File: config.mk
export PLATFORM = sky130hd
export DESIGN_NAME = prio_encoder_q_flat
export DESIGN_NICKNAME = d
export VERILOG_FILES = /design/src/rtl/prio_encoder_q_if.sv /design/src/rtl/prio_encoder_q.sv /design/src/flat_wrapper.sv
export SDC_FILE = /design/constraint.sdc
export NUM_CORES = 1
export LEC_CHECK = 0
export CORE_AREA = 8 8 45 47
export DETAILED_ROUTE_END_ITERATION = 6
export DIE_AREA = 0 0 53 55
export GPL_ROUTABILITY_DRIVEN = 0
export MAX_ROUTING_LAYER = met4
export PLACE_DENSITY = 0.68
export SETUP_SLACK_MARGIN = 0.1
export SLEW_MARGIN = 20
export SYNTH_ARGS = -nofsm -noshare
export SYNTH_HDL_FRONTEND = slang
export SYNTH_SLANG_ARGS = --single-unit
export TNS_END_PERCENT = 50
File: constraint.sdc
create_clock -name clk -period 1.8 [get_ports clk]
set_clock_uncertainty 0.2 [all_clocks]
set_input_delay 0.27 -clock clk [delete_from_list [all_inputs] [get_ports clk]]
set_output_delay 0.27 -clock clk [all_outputs]
set_load 0.005 [all_outputs]
File: src/rtl/prio_encoder_q_if.sv
// Request/grant bundle for prio_encoder_q.
//   req   : request lines, bit i = request i (master -> slave)
//   ack   : consumer accepts the presented index (master -> slave)
//   a     : encoded index of the presented request (slave -> master)
//   valid : a holds a request awaiting ack (slave -> master)
//   pend  : pending-request register (slave -> master)
//   lost  : one-cycle pulse, request hit an already-pending line (slave -> master)
interface prio_encoder_q_if #(
  parameter int N = 4,
  parameter int W = 2
);
  logic [N-1:0] req;
  logic         ack;
  logic [W-1:0] a;
  logic         valid;
  logic [N-1:0] pend;
  logic         lost;

  modport master (output req, ack, input a, valid, pend, lost);
  modport slave  (input req, ack, output a, valid, pend, lost);
endinterface

File: src/rtl/prio_encoder_q.sv
// Pending-request priority encoder.
// Request lines are accumulated into a pending register; the lowest-indexed
// pending request is presented as a binary index with a valid/ack handshake
// and cleared from the pending register once acknowledged.
// Ports:
//   clk : system clock, rising edge
//   rst : asynchronous active-high reset
//   bus : prio_encoder_q_if slave (req, ack in; a, valid, pend, lost out)
module prio_encoder_q #(
  parameter int N = 4,
  parameter int W = 2
) (
  input  logic               clk,
  input  logic               rst,
  prio_encoder_q_if.slave    bus
);

  typedef enum logic {IDLE, PRESENT} state_t;

  state_t       state_q, state_d;
  logic [N-1:0] pend_q,  pend_d;
  logic [W-1:0] a_q,     a_d;
  logic         lost_q,  lost_d;
  logic [N-1:0] served;

  // Index of the lowest set bit; bit 0 has the highest priority.
  function automatic logic [W-1:0] lowest_index(input logic [N-1:0] v);
    logic [W-1:0] idx;
    idx = '0;
    for (int i = N - 1; i >= 0; i--) begin
      if (v[i]) idx = W'(i);
    end
    return idx;
  endfunction

  always_comb begin
    state_d = state_q;
    a_d     = a_q;
    served  = '0;

    if (state_q == PRESENT && bus.ack) begin
      served = {{(N-1){1'b0}}, 1'b1} << a_q;
    end

    // A request on the line being served this cycle is a fresh request,
    // so it survives the clear and does not count as lost.
    pend_d = (pend_q & ~served) | bus.req;
    lost_d = |(bus.req & pend_q & ~served);

    case (state_q)
      IDLE: begin
        // Grant decision uses the registered pend, not pend_d.
        if (|pend_q) begin
          a_d     = lowest_index(pend_q);
          state_d = PRESENT;
        end
      end
      PRESENT: begin
        // a is frozen while presenting, even if higher-priority work arrives.
        if (bus.ack) state_d = IDLE;
      end
      default: state_d = IDLE;
    endcase
  end

  always_ff @(posedge clk or posedge rst) begin
    if (rst) begin
      state_q <= IDLE;
      pend_q  <= '0;
      a_q     <= '0;
      lost_q  <= 1'b0;
    end else begin
      state_q <= state_d;
      pend_q  <= pend_d;
      a_q     <= a_d;
      lost_q  <= lost_d;
    end
  end

  assign bus.a     = a_q;
  assign bus.valid = (state_q == PRESENT);
  assign bus.pend  = pend_q;
  assign bus.lost  = lost_q;

endmodule

File: src/flat_wrapper.sv
// flat-port wrapper written by rule: the top's interface ports become plain ports
module prio_encoder_q_flat 
#(
  parameter int N = 4,
  parameter int W = 2
)
  (clk, rst, bus_req, bus_ack, bus_a, bus_valid, bus_pend, bus_lost);
  prio_encoder_q_if #(.N(N), .W(W)) bus_i ();
  input  logic clk;
  input  logic rst;
  input wire logic [$bits(bus_i.req)-1:0] bus_req;
  input wire logic [$bits(bus_i.ack)-1:0] bus_ack;
  output wire logic [$bits(bus_i.a)-1:0] bus_a;
  output wire logic [$bits(bus_i.valid)-1:0] bus_valid;
  output wire logic [$bits(bus_i.pend)-1:0] bus_pend;
  output wire logic [$bits(bus_i.lost)-1:0] bus_lost;
  assign bus_i.req = bus_req;
  assign bus_i.ack = bus_ack;
  assign bus_a = bus_i.a;
  assign bus_valid = bus_i.valid;
  assign bus_pend = bus_i.pend;
  assign bus_lost = bus_i.lost;
  prio_encoder_q #(.N(N), .W(W)) u_core (.clk(clk), .rst(rst), .bus(bus_i));
endmodule
==> report_table.html, run 1 <==
<table>
<tr><th>Metric</th><th>Value</th></tr>
<tr><th colspan="2">Power</th></tr>
<tr><td>Sw Ratio</td><td>0.261</td></tr>
<tr><td>Power density of the placed cells</td><td>between 700 and 800 nW/µm²</td></tr>
<tr><td>Sequential share of power</td><td>0.492</td></tr>
<tr><td>Peak supply drop</td><td>a little under 0.4 mV</td></tr>
<tr><td>Psw</td><td>118 µW</td></tr>
<tr><td>Share of power burned in the clock network</td><td>0.300</td></tr>
<tr><td>Cell internal pwr</td><td>roughly 330 µW</td></tr>
<tr><td>Static leakage</td><td>between 0.0002 and 0.00025 µW</td></tr>
<tr><td>Share of total power in combinational logic</td><td>0.207</td></tr>
<tr><th colspan="2">Critical path</th></tr>
<tr><td>Critical path buffer and inverter count</td><td>1</td></tr>
<tr><td>Launching element type of the critical path</td><td>flop</td></tr>
<tr><td>Max Fanout on Critical Path</td><td>8</td></tr>
<tr><td>Slowest Stage Delay on Critical Path</td><td>530 ps</td></tr>
<tr><td>Worst EP arrival</td><td>between 1000 and 1500 ps</td></tr>
<tr><td>Required time at the worst-slack endpoint</td><td>about 1300 ps</td></tr>
<tr><td>Critical path's top delay family</td><td>buffers and inverters</td></tr>
<tr><td>Cell chain of the critical path</td><td>clkdlybuf4s50_1</td></tr>
<tr><td>Type of the setup path with the least slack</td><td>flop to output port</td></tr>
<tr><td>Endpoint type of the worst setup path</td><td>output port</td></tr>
<tr><td>Critical Path Slowest Stage Cell</td><td>sky130_fd_sc_hd__clkdlybuf4s50_1</td></tr>
<tr><th colspan="2">Place</th></tr>
<tr><td>Port Buffer Count</td><td>14</td></tr>
<tr><td>Placed wire-length estimate</td><td>roughly 700 µm</td></tr>
<tr><td>Pre-CTS worst setup slack</td><td>217 ps</td></tr>
<tr><th colspan="2">Timing</th></tr>
<tr><td>Total count of max-transition violations in the final report</td><td>0</td></tr>
<tr><td>Accumulated negative setup slack</td><td>0 ps</td></tr>
<tr><td>Slew @ Worst Pin</td><td>approximately 320 ps</td></tr>
<tr><td>Final critical-path share of the clock period</td><td>0.936</td></tr>
<tr><td>PnR worst setup slack</td><td>between 100 and 150 ps</td></tr>
<tr><td>Maximum clock frequency</td><td>roughly 590 MHz</td></tr>
<tr><td>Count of final hold-check violations</td><td>0</td></tr>
<tr><td>Clock period minus worst slack</td><td>~1700 ps</td></tr>
<tr><td>Relative slew slack</td><td>0.785</td></tr>
<tr><td>Setup repair after global routing missed its margin</td><td>yes</td></tr>
<tr><td>Setup violators final</td><td>0</td></tr>
<tr><th colspan="2">Final layout</th></tr>
<tr><td>Inserted Diodes</td><td>0</td></tr>
<tr><td>Total number of nets in the final design</td><td>62</td></tr>
<tr><td>Area growth from synthesis to layout</td><td>48.2%</td></tr>
<tr><td>Fill count</td><td>142</td></tr>
<tr><td>Sequential Area</td><td>around 210 µm²</td></tr>
<tr><td>Multi-input gate area</td><td>165 µm²</td></tr>
<tr><td>Share of layout cells above drive strength 1</td><td>0.208</td></tr>
<tr><th colspan="2">Clock network</th></tr>
<tr><td>Total of cells resized after clock tree synthesis</td><td>2</td></tr>
<tr><td>Clock insertion delay at the later pin of the skew report</td><td>~250 ps</td></tr>
<tr><td>Htree depth</td><td>1</td></tr>
<tr><td>Number of buffers added by the clock tree synthesis step</td><td>3</td></tr>
<tr><td>Number of buffers inserted for hold repair after clock tree synthesis</td><td>0</td></tr>
<tr><td>Root cell of the clock tree</td><td>sky130_fd_sc_hd__clkbuf_4</td></tr>
<tr><td>Clock tree from TritonCTS</td><td>yes</td></tr>
<tr><td>Clock-pin slew on the worst setup and hold paths</td><td>around 50 ps</td></tr>
<tr><td>Maximum root-to-sink buffer count</td><td>2</td></tr>
<tr><td>Postcts setup bufs</td><td>0</td></tr>
<tr><td>TritonCTS sink count</td><td>8</td></tr>
<tr><th colspan="2">Flow run</th></tr>
<tr><td>Maximum capacitance violations</td><td>0</td></tr>
<tr><th colspan="2">Routing</th></tr>
<tr><td>Number of DRC violations after detailed-routing iteration 0</td><td>13</td></tr>
<tr><td>Via/cell ratio</td><td>roughly 5</td></tr>
<tr><td>Average routed wire per standard cell</td><td>between 10 and 15 µm</td></tr>
<tr><td>Remaining antenna violation count</td><td>0</td></tr>
<tr><td>Sum of routed wire length over all layers</td><td>approximately 940 µm</td></tr>
<tr><td>Remaining DRCs</td><td>0</td></tr>
<tr><td>DR vias</td><td>approximately 340</td></tr>
<tr><td>First-pass iteration count of the detailed router</td><td>4</td></tr>
<tr><th colspan="2">Logic synthesis</th></tr>
<tr><td>Sequential element share of the synthesized area</td><td>0.521</td></tr>
<tr><td>Biggest area consumer among synthesized cells</td><td>sky130_fd_sc_hd__dfrtp_1</td></tr>
<tr><td>Post-Synthesis Net Count</td><td>43</td></tr>
<tr><td>Post-synthesis average cell area</td><td>between 10 and 15 µm²</td></tr>
<tr><td>Post-synthesis async set-or-reset flop share</td><td>1.00</td></tr>
<tr><td>Distinct cell type count of the synthesized netlist</td><td>18</td></tr>
<tr><td>Most used standard cell by instance count after synthesis</td><td>sky130_fd_sc_hd__dfrtp_1</td></tr>
<tr><td>Leading cell types by count after synthesis</td><td>8 x sky130_fd_sc_hd__dfrtp_1, 5 x sky130_fd_sc_hd__nor2_1, 3 x sky130_fd_sc_hd__nand3_1</td></tr>
<tr><td>Largest cells by area after synthesis</td><td>sky130_fd_sc_hd__dfrtp_1 52%, sky130_fd_sc_hd__nor2_1 4.9%, sky130_fd_sc_hd__o22a_1 4.6%</td></tr>
<tr><td>Cell count after synthesis</td><td>36</td></tr>
<tr><td>Syn Std Cell Area</td><td>just under 400 µm²</td></tr>
<tr><td>Area share of the largest cell type after synthesis</td><td>0.521</td></tr>
<tr><td>Number of warnings reported in the yosys synthesis log</td><td>0</td></tr>
<tr><td>Register bit total from synthesis</td><td>8</td></tr>
<tr><td>Number of synthesized flops with an enable pin</td><td>0</td></tr>
<tr><td>Commonest register cell after synthesis</td><td>sky130_fd_sc_hd__dfrtp_1</td></tr>
<tr><th colspan="2">Floorplanning</th></tr>
<tr><td>Die width</td><td>53 µm</td></tr>
<tr><td># IOs</td><td>15</td></tr>
<tr><td>Overall die height</td><td>approximately 55 µm</td></tr>
<tr><td>Core ar.</td><td>about 1400 µm²</td></tr>
<tr><td>Initial Utilization</td><td>0.278</td></tr>
<tr><td>Die footprint</td><td>between 2000 and 3000 µm²</td></tr>
<tr><td>Core Rows</td><td>14</td></tr>
<tr><th colspan="2">GRT</th></tr>
<tr><td>Global routing usage summed across all routing layers</td><td>0.0753</td></tr>
<tr><td>Via count of the first global-routing pass</td><td>about 330</td></tr>
<tr><td>Number of antenna violations at the first check in global routing</td><td>0</td></tr>
<tr><td>Largest net degree at the start of global routing</td><td>10</td></tr>
<tr><td>Global-route wire length before repair</td><td>around 1500 µm</td></tr>
<tr><td>Remaining Overflow, GRT</td><td>0</td></tr>
<tr><th colspan="2">Outcome</th></tr>
<tr><td>Result of the run</td><td>finished clean</td></tr>
<tr><th colspan="2">Worst hold path</th></tr>
<tr><td>HP Class</td><td>primary input to async pin</td></tr>
</table>
[per-layer routing]
layer | track usage | part of all wire
met3 | 0.0348 | 0.093
met5 | - | 0
met2 | 0.102 | 0.42
met4 | 0.0517 | 0.0075
met1 | 0.0864 | 0.48
[area by class of cell]
type,instances,share of cell area
Sequential cell,8,0.363
Multi-Input combinational cell,25,0.290
Timing Repair Buffer,15,0.259
Clock buffer,3,0.0396
Tap cell,16,0.0352
Inverter,2,0.0132
[power by group through the flow]
stage                     Sequential (µW)  Combinational [µW]  Clock, µW
final                                 222                93.5        135
after global routing                  225                 102        148
after CTS                             221                94.2        141
after detailed placement              222                93.4          0
after global placement                222                93.4          0
after floorplan                       220                39.5          0
[state kept, by name, indices dropped and copies added, names as in the netlist]
register,count
u_core.bus.valid,1
u_core.bus.a,2
u_core.bus.lost,1
u_core.bus.pend,4
[cell families after synthesis]
group	synth area share
compound gates	0.212
buf+inv	0.0489
flops	0.521
simple gates	0.218
[cells in the final DEF (no fill, tap or decap)]
cell type                         instances
sky130_fd_sc_hd__a21boi_0                 1
sky130_fd_sc_hd__a21o_1                   2
sky130_fd_sc_hd__a21oi_1                  1
sky130_fd_sc_hd__buf_4                    1
sky130_fd_sc_hd__clkbuf_4                 3
sky130_fd_sc_hd__clkdlybuf4s50_1         14
sky130_fd_sc_hd__dfrtp_1                  3
sky130_fd_sc_hd__dfrtp_2                  5
sky130_fd_sc_hd__inv_1                    2
sky130_fd_sc_hd__nand2_4                  1
sky130_fd_sc_hd__nand2b_1                 2
sky130_fd_sc_hd__nand3_1                  3
sky130_fd_sc_hd__nand4_1                  2
sky130_fd_sc_hd__nand4b_1                 1
sky130_fd_sc_hd__nor2_1                   5
sky130_fd_sc_hd__nor3_1                   1
sky130_fd_sc_hd__o211ai_1                 1
sky130_fd_sc_hd__o21ai_0                  1
sky130_fd_sc_hd__o22a_1                   2
sky130_fd_sc_hd__o311ai_2                 1
sky130_fd_sc_hd__o31ai_1                  1
[through the flow]
stage	util	power [µW]	hold slack [ps]	area (µm²)	instances
floorplan	-	259	-114	384	36
global placement	0.391	316	344	541	66
detailed placement	0.391	315	346	541	66
CTS	0.409	456	72.5	566	69
global route	0.411	474	95.5	569	69
finish	0.411	451	66.0	569	69
[final timing paths]
check / end / slack (ps) / cells after the start / start
max reg2reg: u_core.bus.lost / 570 / 4 / u_core.bus.valid
max: bus_a[1] / 110 / 1 / u_core.bus.a[1]
min reg2reg: u_core.bus.pend[2] / 360 / 1 / u_core.bus.pend[2]
min: u_core.bus.lost / 70 / 2 / rst
max in group asynchronous: u_core.bus.a[1] / 1070 / 2 / rst
min in group clk: u_core.bus.pend[2] / 360 / 1 / u_core.bus.pend[2]
No activity file was read; power rests on OpenSTA's default activity.
==> run 2, diff against run 1 <==
Settings changed: CAP_MARGIN set to 40, SKIP_CTS_REPAIR_TIMING set to 1, SLEW_MARGIN 20 to 15.
==> run 2 against run 1 <==
Compared with the run above:
- via count is 4.4% higher
- count of clock-buffer cells in the layout stayed put
- core utilization is 0.36 points higher
- non-clock buffer count is 1 higher
- fmax is 0.26% lower
- critical endpoint is now bus_pend[3]
- largest cell class unchanged
- critical path depth stayed put
- clock power hardly changed
- power is 1.1% higher
==> report_table.html, run 2 (synthesis gave the netlist of run 1 again) <==
<table>
<tr><th>Metric</th><th>Value</th></tr>
<tr><th colspan="2">Final layout</th></tr>
<tr><td>Total number of nets in the final design</td><td>63</td></tr>
<tr><td>Commonest cells after routing, fill and taps aside</td><td>14 x sky130_fd_sc_hd__clkdlybuf4s50_1, 5 x sky130_fd_sc_hd__nor2_1, 5 x sky130_fd_sc_hd__dfrtp_1</td></tr>
<tr><td>Layout Cell Area excl Fill</td><td>around 570 µm²</td></tr>
<tr><td>Sequential Area</td><td>204 µm²</td></tr>
<tr><td>Inserted Diodes</td><td>0</td></tr>
<tr><td>Leading cell type in the layout, fill and taps excluded</td><td>sky130_fd_sc_hd__clkdlybuf4s50_1</td></tr>
<tr><td>Multi-input gate area</td><td>between 150 and 200 µm²</td></tr>
<tr><td>Fill count</td><td>140</td></tr>
<tr><td>Share of layout cells above drive strength 1</td><td>0.185</td></tr>
<tr><td>Max reg flops</td><td>4</td></tr>
<tr><td>Area growth from synthesis to layout</td><td>49.5%</td></tr>
<tr><th colspan="2">Clock network</th></tr>
<tr><td>Maximum root-to-sink buffer count</td><td>2</td></tr>
<tr><td>Clock tree from TritonCTS</td><td>yes</td></tr>
<tr><td>Number of buffers added by the clock tree synthesis step</td><td>3</td></tr>
<tr><td>Clock insertion delay at the later pin of the skew report</td><td>between 200 and 300 ps</td></tr>
<tr><td>Clock-pin slew on the worst setup and hold paths</td><td>~50 ps</td></tr>
<tr><td>Root cell of the clock tree</td><td>sky130_fd_sc_hd__clkbuf_4</td></tr>
<tr><td>TritonCTS sink count</td><td>8</td></tr>
<tr><td>Htree depth</td><td>1</td></tr>
<tr><th colspan="2">Floorplanning</th></tr>
<tr><td>Initial Utilization</td><td>0.278</td></tr>
<tr><td>Die width</td><td>approximately 53 µm</td></tr>
<tr><td># IOs</td><td>15</td></tr>
<tr><td>Core ar.</td><td>1380 µm²</td></tr>
<tr><td>Core Rows</td><td>14</td></tr>
<tr><td>Die footprint</td><td>2920 µm²</td></tr>
<tr><td>Overall die height</td><td>roughly 55 µm</td></tr>
<tr><th colspan="2">Critical path</th></tr>
<tr><td>Max Fanout on Critical Path</td><td>6</td></tr>
<tr><td>Cell chain of the critical path</td><td>clkdlybuf4s50_1</td></tr>
<tr><td>Endpoint type of the worst setup path</td><td>output port</td></tr>
<tr><td>Launching point of the worst reg2reg path</td><td>u_core.bus.a[0]</td></tr>
<tr><td>Launching element type of the critical path</td><td>flop</td></tr>
<tr><td>Register-to-register setup slack</td><td>about 480 ps</td></tr>
<tr><td>Critical path's top delay family</td><td>buffers and inverters</td></tr>
<tr><td>Type of the setup path with the least slack</td><td>flop to output port</td></tr>
<tr><td>Critical Path Slowest Stage Cell</td><td>sky130_fd_sc_hd__clkdlybuf4s50_1</td></tr>
<tr><td>Cell depth of the worst flop-to-flop path</td><td>4</td></tr>
<tr><td>Slowest Stage Delay on Critical Path</td><td>between 500 and 600 ps</td></tr>
<tr><td>Required time at the worst-slack endpoint</td><td>1330 ps</td></tr>
<tr><td>Worst flop-to-flop path endpoint</td><td>u_core.bus.lost</td></tr>
<tr><td>Critical path buffer and inverter count</td><td>1</td></tr>
<tr><td>Worst EP arrival</td><td>approximately 1200 ps</td></tr>
<tr><th colspan="2">Timing</th></tr>
<tr><td>Clock period minus worst slack</td><td>between 1500 and 2000 ps</td></tr>
<tr><td>Final critical-path share of the clock period</td><td>0.939</td></tr>
<tr><td>Relative slew slack</td><td>0.785</td></tr>
<tr><td>Maximum clock frequency</td><td>~590 MHz</td></tr>
<tr><td>Setup repair after global routing missed its margin</td><td>yes</td></tr>
<tr><td>Count of final hold-check violations</td><td>0</td></tr>
<tr><td>Hold slack final</td><td>65.5 ps</td></tr>
<tr><td>Slew @ Worst Pin</td><td>322 ps</td></tr>
<tr><td>Accumulated negative setup slack</td><td>0 ps</td></tr>
<tr><td>Total count of max-transition violations in the final report</td><td>0</td></tr>
<tr><td>Setup violators final</td><td>0</td></tr>
<tr><th colspan="2">Flow run</th></tr>
<tr><td>Maximum capacitance violations</td><td>0</td></tr>
<tr><th colspan="2">GRT</th></tr>
<tr><td>Global Route met3 Usage</td><td>0.0348</td></tr>
<tr><td>Via count of the first global-routing pass</td><td>326</td></tr>
<tr><td>Remaining Overflow, GRT</td><td>0</td></tr>
<tr><td>Number of antenna violations at the first check in global routing</td><td>0</td></tr>
<tr><td>Largest net degree at the start of global routing</td><td>10</td></tr>
<tr><td>Global routing usage summed across all routing layers</td><td>0.0753</td></tr>
<tr><td>Fraction of met2 tracks used by global routing</td><td>0.102</td></tr>
<tr><td>Global-route wire length before repair</td><td>roughly 1500 µm</td></tr>
<tr><td>Global route hottest layer</td><td>met2</td></tr>
<tr><td>Global routing met1 resource utilization</td><td>0.0864</td></tr>
<tr><th colspan="2">Outcome</th></tr>
<tr><td>Result of the run</td><td>finished clean</td></tr>
<tr><th colspan="2">Routing</th></tr>
<tr><td>Remaining antenna violation count</td><td>0</td></tr>
<tr><td>DR vias</td><td>around 360</td></tr>
<tr><td>Remaining DRCs</td><td>0</td></tr>
<tr><td>Average routed wire per standard cell</td><td>13.4 µm</td></tr>
<tr><td>First-pass iteration count of the detailed router</td><td>4</td></tr>
<tr><td>Number of DRC violations after detailed-routing iteration 0</td><td>15</td></tr>
<tr><td>Sum of routed wire length over all layers</td><td>approximately 940 µm</td></tr>
<tr><td>Via/cell ratio</td><td>~5</td></tr>
<tr><th colspan="2">Worst hold path</th></tr>
<tr><td>HP Class</td><td>primary input to async pin</td></tr>
<tr><th colspan="2">Place</th></tr>
<tr><td>Port Buffer Count</td><td>14</td></tr>
<tr><td>Post-Place Cell Area</td><td>between 500 and 600 µm²</td></tr>
<tr><td>Placed wire-length estimate</td><td>696 µm</td></tr>
<tr><th colspan="2">Power</th></tr>
<tr><td>Peak supply drop</td><td>approximately 0.39 mV</td></tr>
<tr><td>Total power</td><td>roughly 460 µW</td></tr>
<tr><td>Power density of the placed cells</td><td>794 nW/µm²</td></tr>
<tr><td>Static leakage</td><td>0.000226 µW</td></tr>
</table>
==> run 2: changes by cell type in the layout (fill, tap and decap cells not counted), sizes merged <==
cell	previous run	this run
buf	1	2
==> run 2: metal layers <==
| layer | wire length [µm] | share of wire |
|---|---|---|
| met1 | 430 | 0.46 |
| met2 | 404 | 0.43 |
| met3 | 87 | 0.093 |
| met4 | 15 | 0.016 |
| met5 | 0 | 0 |
==> run 2: worst register-to-register path, cell delays in order, from the launching register on <==
cell                       delay [ps]
sky130_fd_sc_hd__dfrtp_2          410
sky130_fd_sc_hd__buf_4            150
sky130_fd_sc_hd__nand4b_1         210
sky130_fd_sc_hd__nand3_1          120
sky130_fd_sc_hd__nand4_1          100
==> run 2: metrics by stage <==
stage	std cells	util	setup slack, ps
floorplan	36	-	631
CTS	69	0.407	37.5
global placement	66	0.391	241
global route	70	0.415	63.1
finish	70	0.415	110
detailed placement	66	0.391	217
==> run 2: cell type report <==
type                    count  share of cell area
clock buffers               3              0.0392
flip-flops and latches      8               0.355
well taps                  16              0.0349
multi-input cells          25               0.288
repair buffers             16               0.270
inverters                   2              0.0131
==> run 2: where the power goes <==
part / switching [µW] / internal (µW) / leakage (µW)
combinational: 38.7 / 63.7 / 0.000133
clock: 60.0 / 76.2 / 0.0000138
sequential: 20.0 / 197 / 0.0000786
total: 119 / 337 / 0.000226
==> run 2: how the worst max path moves through the flow <==
stage                  startpoint               to  slack [ps]  cells past startpoint
3_5_place_dp              bus_ack  u_core.bus.lost         220                      4
2_1_floorplan    u_core.bus.valid  u_core.bus.lost         630                      4
5_1_grt        u_core.bus.pend[3]      bus_pend[3]          60                      1
6_report       u_core.bus.pend[3]      bus_pend[3]         110                      1
3_3_place_gp              bus_ack  u_core.bus.lost         240                      4
4_1_cts           u_core.bus.a[1]         bus_a[1]          40                      1
